**config.mk**
```make
export PLATFORM = sky130hd
export DESIGN_NAME = calc_operand_stack_flat
export DESIGN_NICKNAME = d
export VERILOG_FILES = /design/src/rtl/calc_operand_stack_if.sv /design/src/rtl/calc_operand_stack.sv /design/src/flat_wrapper.sv
export SDC_FILE = /design/constraint.sdc
export NUM_CORES = 1
export LEC_CHECK = 0
export ABC_AREA = 1
export BUFFER_PORTS_ARGS = -buffer_cell sky130_fd_sc_hd__buf_4
export CORE_MARGIN = 5
export CORE_UTILIZATION = 61
export CTS_BUF_LIST = sky130_fd_sc_hd__clkbuf_16
export DETAILED_ROUTE_END_ITERATION = 10
export PLACE_DENSITY = 0.85
export SYNTH_ARGS = -nofsm -noshare
export SYNTH_HDL_FRONTEND = slang
export SYNTH_SLANG_ARGS = --single-unit
```
**constraint.sdc**
```tcl
create_clock -name clock -period 2.35 [get_ports clock]
set_input_delay 0.1175 -clock clock [delete_from_list [all_inputs] [get_ports clock]]
set_output_delay 0.1175 -clock clock [all_outputs]
set_load 0.02 [all_outputs]
```
**src/rtl/calc_operand_stack_if.sv**
```systemverilog
// calc_operand_stack_if: keypad-event and ALU bus of the calculator operand stack
interface calc_operand_stack_if #(parameter int DIGITS = 4, parameter int DEPTH = 4);
   localparam int W  = 4 * DIGITS + 1;
   localparam int CW = $clog2(DEPTH + 1);
   logic          clr_all, newhex, newop, eq, bs, ce, neg;
   logic [3:0]    hexcode;
   logic [W-1:0]  answer, entry, top;
   logic [CW-1:0] depth;
   logic          entry_full, push_drop;
   modport master (
      output clr_all, newhex, hexcode, newop, eq, bs, ce, neg, answer,
      input  entry, top, depth, entry_full, push_drop
   );
   modport slave (
      input  clr_all, newhex, hexcode, newop, eq, bs, ce, neg, answer,
      output entry, top, depth, entry_full, push_drop
   );
endinterface

```
**src/rtl/calc_operand_stack.sv**
```systemverilog
// calc_operand_stack: sign-magnitude entry register plus DEPTH-deep operand stack for the hex calculator
module calc_operand_stack #(
   parameter int DIGITS = 4,
   parameter int DEPTH  = 4
) (
   input logic                 clock,
   input logic                 reset,
   calc_operand_stack_if.slave bus
);
   localparam int W  = 4 * DIGITS + 1;
   localparam int CW = $clog2(DEPTH + 1);
   localparam int NW = $clog2(DIGITS + 1);
   typedef enum logic {ENTRY, RESULT} state_t;
   state_t        state_q, state_d;
   logic [W-1:0]  entry_q, entry_d;
   logic [W-1:0]  stack_q [DEPTH];
   logic [W-1:0]  stack_d [DEPTH];
   logic [CW-1:0] depth_q, depth_d;
   logic [NW-1:0] ndig_q, ndig_d, ans_nd;
   logic          drop_q, drop_d;
   logic [W-2:0]  mag, bs_mag;
   assign mag    = entry_q[W-2:0];
   assign bs_mag = mag >> 4;
   always_ff @(posedge clock) begin
      if (reset || bus.clr_all) state_q <= ENTRY;
      else                      state_q <= state_d;
   end
   always_ff @(posedge clock) begin
      if (reset || bus.clr_all) begin
         entry_q <= '0;
         depth_q <= '0;
         ndig_q  <= '0;
         drop_q  <= 1'b0;
         for (int i = 0; i < DEPTH; i++) stack_q[i] <= '0;
      end else begin
         entry_q <= entry_d;
         depth_q <= depth_d;
         ndig_q  <= ndig_d;
         drop_q  <= drop_d;
         for (int i = 0; i < DEPTH; i++) stack_q[i] <= stack_d[i];
      end
   end
   always_comb state_d = bus.ce ? ENTRY : (bus.eq || bus.newop) ? RESULT : (bus.bs || bus.newhex) ? ENTRY : state_q;
   // significant-digit count of the incoming answer: highest nonzero nibble + 1
   always_comb begin
      ans_nd = '0;
      for (int i = 0; i < DIGITS; i++) if (bus.answer[4*i +: 4] != 4'd0) ans_nd = NW'(i + 1);
   end
   always_comb begin
      entry_d = entry_q;
      depth_d = depth_q;
      ndig_d  = ndig_q;
      drop_d  = 1'b0;
      for (int i = 0; i < DEPTH; i++) stack_d[i] = stack_q[i];
      if (bus.ce) begin
         entry_d = '0;
         ndig_d  = '0;
      end else if (bus.eq) begin
         entry_d = {bus.answer[W-1] & (|bus.answer[W-2:0]), bus.answer[W-2:0]};
         ndig_d  = ans_nd;
         if (depth_q != '0) begin
            for (int i = 0; i < DEPTH - 1; i++) stack_d[i] = stack_q[i+1];
            stack_d[DEPTH-1] = '0;
            depth_d          = depth_q - 1'b1;
         end
      end else if (bus.newop) begin
         for (int i = 1; i < DEPTH; i++) stack_d[i] = stack_q[i-1];
         stack_d[0] = entry_q;
         if (depth_q == CW'(DEPTH)) drop_d = 1'b1;
         else                       depth_d = depth_q + 1'b1;
      end else if (bus.bs) begin
         entry_d = state_q == RESULT ? '0 : {entry_q[W-1] & (|bs_mag), bs_mag};
         ndig_d  = (state_q == RESULT || ndig_q == '0) ? '0 : ndig_q - 1'b1;
      end else if (bus.newhex) begin
         if (state_q == RESULT) begin
            entry_d = {1'b0, {(W-5){1'b0}}, bus.hexcode};
            ndig_d  = NW'(bus.hexcode != 4'd0);
         end else if (ndig_q != NW'(DIGITS)) begin
            entry_d = {entry_q[W-1], mag[W-6:0], bus.hexcode};
            if (mag != '0 || bus.hexcode != 4'd0) ndig_d = ndig_q + 1'b1;
         end
      end else if (bus.neg) begin
         entry_d[W-1] = entry_q[W-1] ^ (|mag);
      end
   end
   assign bus.entry      = entry_q;
   assign bus.top        = stack_q[0];
   assign bus.depth      = depth_q;
   assign bus.entry_full = ndig_q == NW'(DIGITS);
   assign bus.push_drop  = drop_q;
endmodule

```
**src/flat_wrapper.sv**
```systemverilog
// flat-port wrapper written by rule: the top's interface ports become plain ports
module calc_operand_stack_flat 
#(
   parameter int DIGITS = 4,
   parameter int DEPTH  = 4
)
  (clock, reset, bus_clr_all, bus_newhex, bus_hexcode, bus_newop, bus_eq, bus_bs, bus_ce, bus_neg, bus_answer, bus_entry, bus_top, bus_depth, bus_entry_full, bus_push_drop);
  calc_operand_stack_if #(.DIGITS(DIGITS), .DEPTH(DEPTH)) bus_i ();
  input logic clock;
  input logic reset;
  input wire logic [$bits(bus_i.clr_all)-1:0] bus_clr_all;
  input wire logic [$bits(bus_i.newhex)-1:0] bus_newhex;
  input wire logic [$bits(bus_i.hexcode)-1:0] bus_hexcode;
  input wire logic [$bits(bus_i.newop)-1:0] bus_newop;
  input wire logic [$bits(bus_i.eq)-1:0] bus_eq;
  input wire logic [$bits(bus_i.bs)-1:0] bus_bs;
  input wire logic [$bits(bus_i.ce)-1:0] bus_ce;
  input wire logic [$bits(bus_i.neg)-1:0] bus_neg;
  input wire logic [$bits(bus_i.answer)-1:0] bus_answer;
  output wire logic [$bits(bus_i.entry)-1:0] bus_entry;
  output wire logic [$bits(bus_i.top)-1:0] bus_top;
  output wire logic [$bits(bus_i.depth)-1:0] bus_depth;
  output wire logic [$bits(bus_i.entry_full)-1:0] bus_entry_full;
  output wire logic [$bits(bus_i.push_drop)-1:0] bus_push_drop;
  assign bus_i.clr_all = bus_clr_all;
  assign bus_i.newhex = bus_newhex;
  assign bus_i.hexcode = bus_hexcode;
  assign bus_i.newop = bus_newop;
  assign bus_i.eq = bus_eq;
  assign bus_i.bs = bus_bs;
  assign bus_i.ce = bus_ce;
  assign bus_i.neg = bus_neg;
  assign bus_i.answer = bus_answer;
  assign bus_entry = bus_i.entry;
  assign bus_top = bus_i.top;
  assign bus_depth = bus_i.depth;
  assign bus_entry_full = bus_i.entry_full;
  assign bus_push_drop = bus_i.push_drop;
  calc_operand_stack #(.DIGITS(DIGITS), .DEPTH(DEPTH)) u_core (.clock(clock), .reset(reset), .bus(bus_i));
endmodule
```
**Word level (Yosys, flattened, before mapping)**

Memory sizes are Yosys's and may differ from the RTL's.
Index checks and enable logic that the tools add are counted.

- Register bits: 25
- RAM bits: 68
- Bits of input ports: 30
- Output and inout bits: 39
- Word-level logic and storage cells: 94
- Memories kept: 1

Memories:

| memory | depth | width | rd ports | clocked after Yosys merged registers in | wr ports | RTL line | source |
|---|---|---|---|---|---|---|---|
| u_core.stack_q | 4 | 17 | 4 | 0 | 4 | calc_operand_stack.sv:16 | `logic [W-1:0] stack_q [DEPTH];` |

- $add $sub $neg: 4
- Equality and inequality tests: 7
- Muxes and demuxes: 39
- Bitwise logic cells: 9
- Reduce and logical (&&, ||, !) cells: 28

Operator list:

| operator | count |
|---|---|
| $mux 68 | 4 |
| $mux 17 | 9 |
| $mux 3 | 13 |
| $mux 16 | 2 |
| $reduce_bool 4->1 | 8 |
| $reduce_or 16->1 | 2 |
| $reduce_bool 16->1 | 1 |
| $reduce_or 12->1 | 1 |
| $mux 1 | 9 |
| $reduce_and 4->1 | 2 |
| $add 3x1->3 const B | 2 |
| $eq 3x3->1 const B | 2 |
| $reduce_and 3->1 | 2 |
| $reduce_bool 3->1 | 2 |
| $sub 3x1->3 const B | 2 |
| $logic_or 1x1->1 | 5 |
| $mux 2 | 2 |
| $ne 2x1->1 const B | 2 |
| $ne 4x1->1 const B | 1 |
| $or 1x1->1 | 4 |
| $reduce_bool 2->1 | 2 |
| $reduce_or 4->1 | 1 |
| $logic_not 3->1 | 1 |
| $ne 3x3->1 const B | 1 |
| other kinds (5) | 7 |

**Depth between registers and ports, before layout**

- Depth after elaboration: 9
- Mapped depth: 9
- Gate-level depth less buffers: 9

**Least setup slack after synthesis**

No wires, ideal clock.

- Path type: register to register
- From: reg u_core.depth_q[0] (netlist: u_core.bus.depth[0])
- To: reg u_core.depth_q[2] (netlist: u_core.bus.depth[2])
- Setup time: 0.119 ns
- Data arrival time: 1.365 ns
- Required time: 2.231 ns
- Slack: 0.865 ns
- Stages on the path, launching flop included: 7
- Buffers on the path: 0
- Period minus slack after synthesis: 1.485 ns
- Cell sequence: dfxtp_1 > inv_1 > fa_1 > xnor2_1 > nand2_1 > o21ai_0 > a21oi_1

- Word-level cells in the longest chain between the ends: 4
- Elaborated cells between the ends (all ways): 11
- Classes of those cells: 2 x add/sub; 3 x eq/ne; 4 x mux; 2 x reduce/logical

Ends and longest elaborated chain:

| element | RTL line | source |
|---|---|---|
| start: declaration | calc_operand_stack.sv:18 | `logic [CW-1:0] depth_q, depth_d;` |
| start signal: assignment | calc_operand_stack.sv:37 | `depth_q <= depth_d;` |
| $add 3x1->3 | calc_operand_stack.sv:70 | `else depth_d = depth_q + 1'b1;` |
| $mux 3 | calc_operand_stack.sv:69 | `if (depth_q == CW'(DEPTH)) drop_d = 1'b1;` |
| $mux 3 | calc_operand_stack.sv:66 | `end else if (bus.newop) begin` |
| $mux 3 | calc_operand_stack.sv:58 | `end else if (bus.eq) begin` |

Several ways; a longest one is shown, not always the timed one. The select of a mux whose other input is x is not followed.
A chain may end at the register's enable or synchronous reset.

**Worst setup path after layout**

- From: reg u_core.ndig_q[0]
- To: reg u_core.entry_q[9] (netlist: u_core.bus.entry[9])

- Word-level cells in the longest chain between the ends: 3

Ends and longest elaborated chain:

| element | RTL line | source |
|---|---|---|
| start: declaration | calc_operand_stack.sv:19 | `logic [NW-1:0] ndig_q, ndig_d, ans_nd;` |
| start signal: assignment | calc_operand_stack.sv:38 | `ndig_q <= ndig_d;` |
| $ne 3x3->1 | calc_operand_stack.sv:78 | `end else if (ndig_q != NW'(DIGITS)) begin` |
| $reduce_bool 4->1 (no line) | n/a |  |
| $reduce_and 3->1 (no line) | n/a |  |
| end signal: assignment | calc_operand_stack.sv:36 | `entry_q <= entry_d;` |
| end: declaration | calc_operand_stack.sv:15 | `logic [W-1:0] entry_q, entry_d;` |

No other way between the ends.

==> impl_metrics.toml <==
[layout]
fill_cells = 558
multi_input_area_mm2 = 0.00211
antenna_cells = 0
area.sequential_mm2 = 0.00186
final_cell_mix = "nand2_1, dfxtp_1, o21ai_0, buf_4, a21oi_1"
final_cell_area_mm2 = 0.00507
drive_gt1_frac = 0.159
fin_util = 0.738
area_growth_pct = 17.0
final_nets = 671
mostFrequentLayoutCell = "nand2_1"

[yosys]
synth_top_cell_by_area = "dfxtp_1"
synth-edff-count = 0
synthFlopType = "dfxtp_1"
synth_seq_cells = 93
synthArstFlopShare = 0
synthTopCellsByArea = "dfxtp_1, nand2_1, o21ai_0, a31oi_1, a21oi_1"
synth.top_cell.area_share = 0.430
synth_cell_types = 34
syn_area_per_cell_um2 = 7.32
ys_seq_area_frac = 0.430
synthesis.nets = 626
syn_inst = 592
yosys_warnings = 0
synth_area_mm2 = 0.00433

[die]
rows = 30
die_w_um = 94.3
die-area_mm2 = 0.00889
die_h_um = 94.3
ios = 69
start_util = 0.631
core_mm2 = 0.00687

[clock_network]
cts-root-buf = "clkbuf_16"
clk_latency_ns = 0.34
numCtsBuffers = 9
cts.path.max_buffers = 2
cts_resized = 0
postCtsHoldBufs = 0
post_cts_buffers = 0
cts_tree = "done"
path_clk_slew_ns = 0.07
clkSinkCount = 93
cts_max_level = 3

[placement]
io_buffer_count = 68
place_congestion = 0.962
dp_hpwl_um = 7770
placement.cell_area_mm2 = 0.00479
place_ws_ns = 0.538

[critical_path]
cpPeakStageDelay_ns = 0.33
required_ns = 2.58
r2r_cells = 8
end_kind = "flip-flop"
regToRegSetupSlack_ns = 0.67
critPathKind = "reg2reg"
timing.rr.start = "u_core.ndig_q[0]"
crit_fanout = 28
critPathLaunchType = "flip-flop"
crit_arrival_ns = 1.91
r2r_end = "u_core.bus.entry[9]"
crit_start = "u_core.ndig_q[0]"
path_cells = "inv_1 -> ha_1 -> nand2_1 -> o21bai_4 -> nor2_8 -> inv_2 -> a211oi_1 -> nor2_1"
slowest_stage = "dfxtp_1"

[timing]
fmax_ghz = 0.596
clock_skew_ns = 0.00539
final.setup.tns_ns = 0
slew_headroom = 0.626
whs_ns = 0.0502
grt_setup_unrepaired = "no"
min_period_over_period = 0.714
tightest_slew_ns = 0.560
setup_ws_ns = 0.673
report.final.hold_viol_count = 0
maxSlewViolCount = 0
period_minus_slack_ns = 1.68
setup_viol = 0

[grt]
grt_use_total = 0.266
grt_max_degree = 120
grt_overflow = 0
grt_pass1_wl_um = 18900
grt_pass1_vias = 3942
antenna_found_initial = 0

[detailed_routing]
drc = 0
wl_um = 11700
drtIter0Drc = 451
detail_route.wl_per_cell_um = 15.8
viasPerCell = 5.84
final_antenna_net_count = 0
vias = 4310
first_pass_iters = 5

[run]
drv_cap = 0

[hold_path]
holdPathStages = 3
worstHoldStart = "bus_newop"
hold_end = "u_core.bus.push_drop"
min_path_type = "in2reg"

[power]
power.leakage_nw = 1.90
power.density_mw_per_mm2 = 681
vdd_drop_max_mv = 0.472

[run_status]
status = "complete, no violations"
-- synth_stat cells (5+ instances only) --
library cell and number:
buf_1 5, nand2_1 141, o21ai_0 74, o22ai_1 5, dfxtp_1 93, nand3_1 31, buf_6 7, clkbuf_1 12
buf_2 12, nor2_1 40, inv_1 33, a21oi_1 50, a31oi_1 48
-- worst max-delay path, delay by kind of cell, from the launching register on --
kind,cells,cell delay [ns]
AND/OR/NAND/NOR,3,0.50
flip-flops,1,0.33
AO/OA/AOI/OAI,2,0.31
adder cells (fa/ha/maj),1,0.22
buffers and inverters,2,0.20
-- final cells by class --
type | instances | share of cell area
Clock buffer | 9 | 0.0444
Clock inverter | 7 | 0.0113
Inverter | 36 | 0.0266
Multi-Input combinational cell | 424 | 0.416
Sequential cell | 93 | 0.367
Tap cell | 96 | 0.0237
Timing Repair Buffer | 73 | 0.111
-- state kept, by name, summed over array words and instances, names as in the netlist --
name and flops:
u_core.stack_q 68, u_core.bus.entry 17, u_core.bus.depth 3, u_core.ndig_q 3, u_core.bus.push_drop 1, u_core.state_q 1
-- routing by layer --
| layer | up-vias | global-route usage | routed length [um] |
|---|---|---|---|
| li1 | 2112 | - | - |
| met4 | 0 | 0.105 | 244 |
| met5 | - | 0 | 0 |
| met3 | 27 | 0.0409 | 667 |
| met1 | 2005 | 0.340 | 5060 |
| met2 | 166 | 0.447 | 5680 |
-- metrics by stage --
step,std cells,power [W]
2_1_floorplan,592,0.00198
3_3_place_gp,722,0.00210
3_5_place_dp,722,0.00211
4_1_cts,738,0.00346
5_1_grt,738,0.00359
6_report,738,0.00345
-- logic make-up (layout without fill, tap and decap cells) --
| family | count (synthesis) | in the layout | synth area share |
|---|---|---|---|
| compound gates | 194 | 194 | 0.254 |
| xor+xnor | 2 | 2 | 0.00404 |
| fa+ha+maj | 4 | 4 | 0.0133 |
| buf+inv | 75 | 125 | 0.0832 |
| flops | 93 | 93 | 0.430 |
| simple gates | 224 | 224 | 0.216 |
-- how the worst max path moves through the flow --
stage | to | slack, ns
CTS | u_core.ndig_q[0] | 0.68
finish | u_core.bus.entry[9] | 0.67
detailed placement | u_core.ndig_q[0] | 0.54
global route | u_core.bus.entry[10] | 0.52
global placement | u_core.bus.entry[10] | 0.60
floorplan | u_core.bus.depth[2] | 0.87
-- where the power goes --
part | switching, W | internal, W
registers | 0.0000403 | 0.00162
logic | 0.000278 | 0.000145
clock network | 0.000637 | 0.000732
Power figures use the tool's default switching activity.
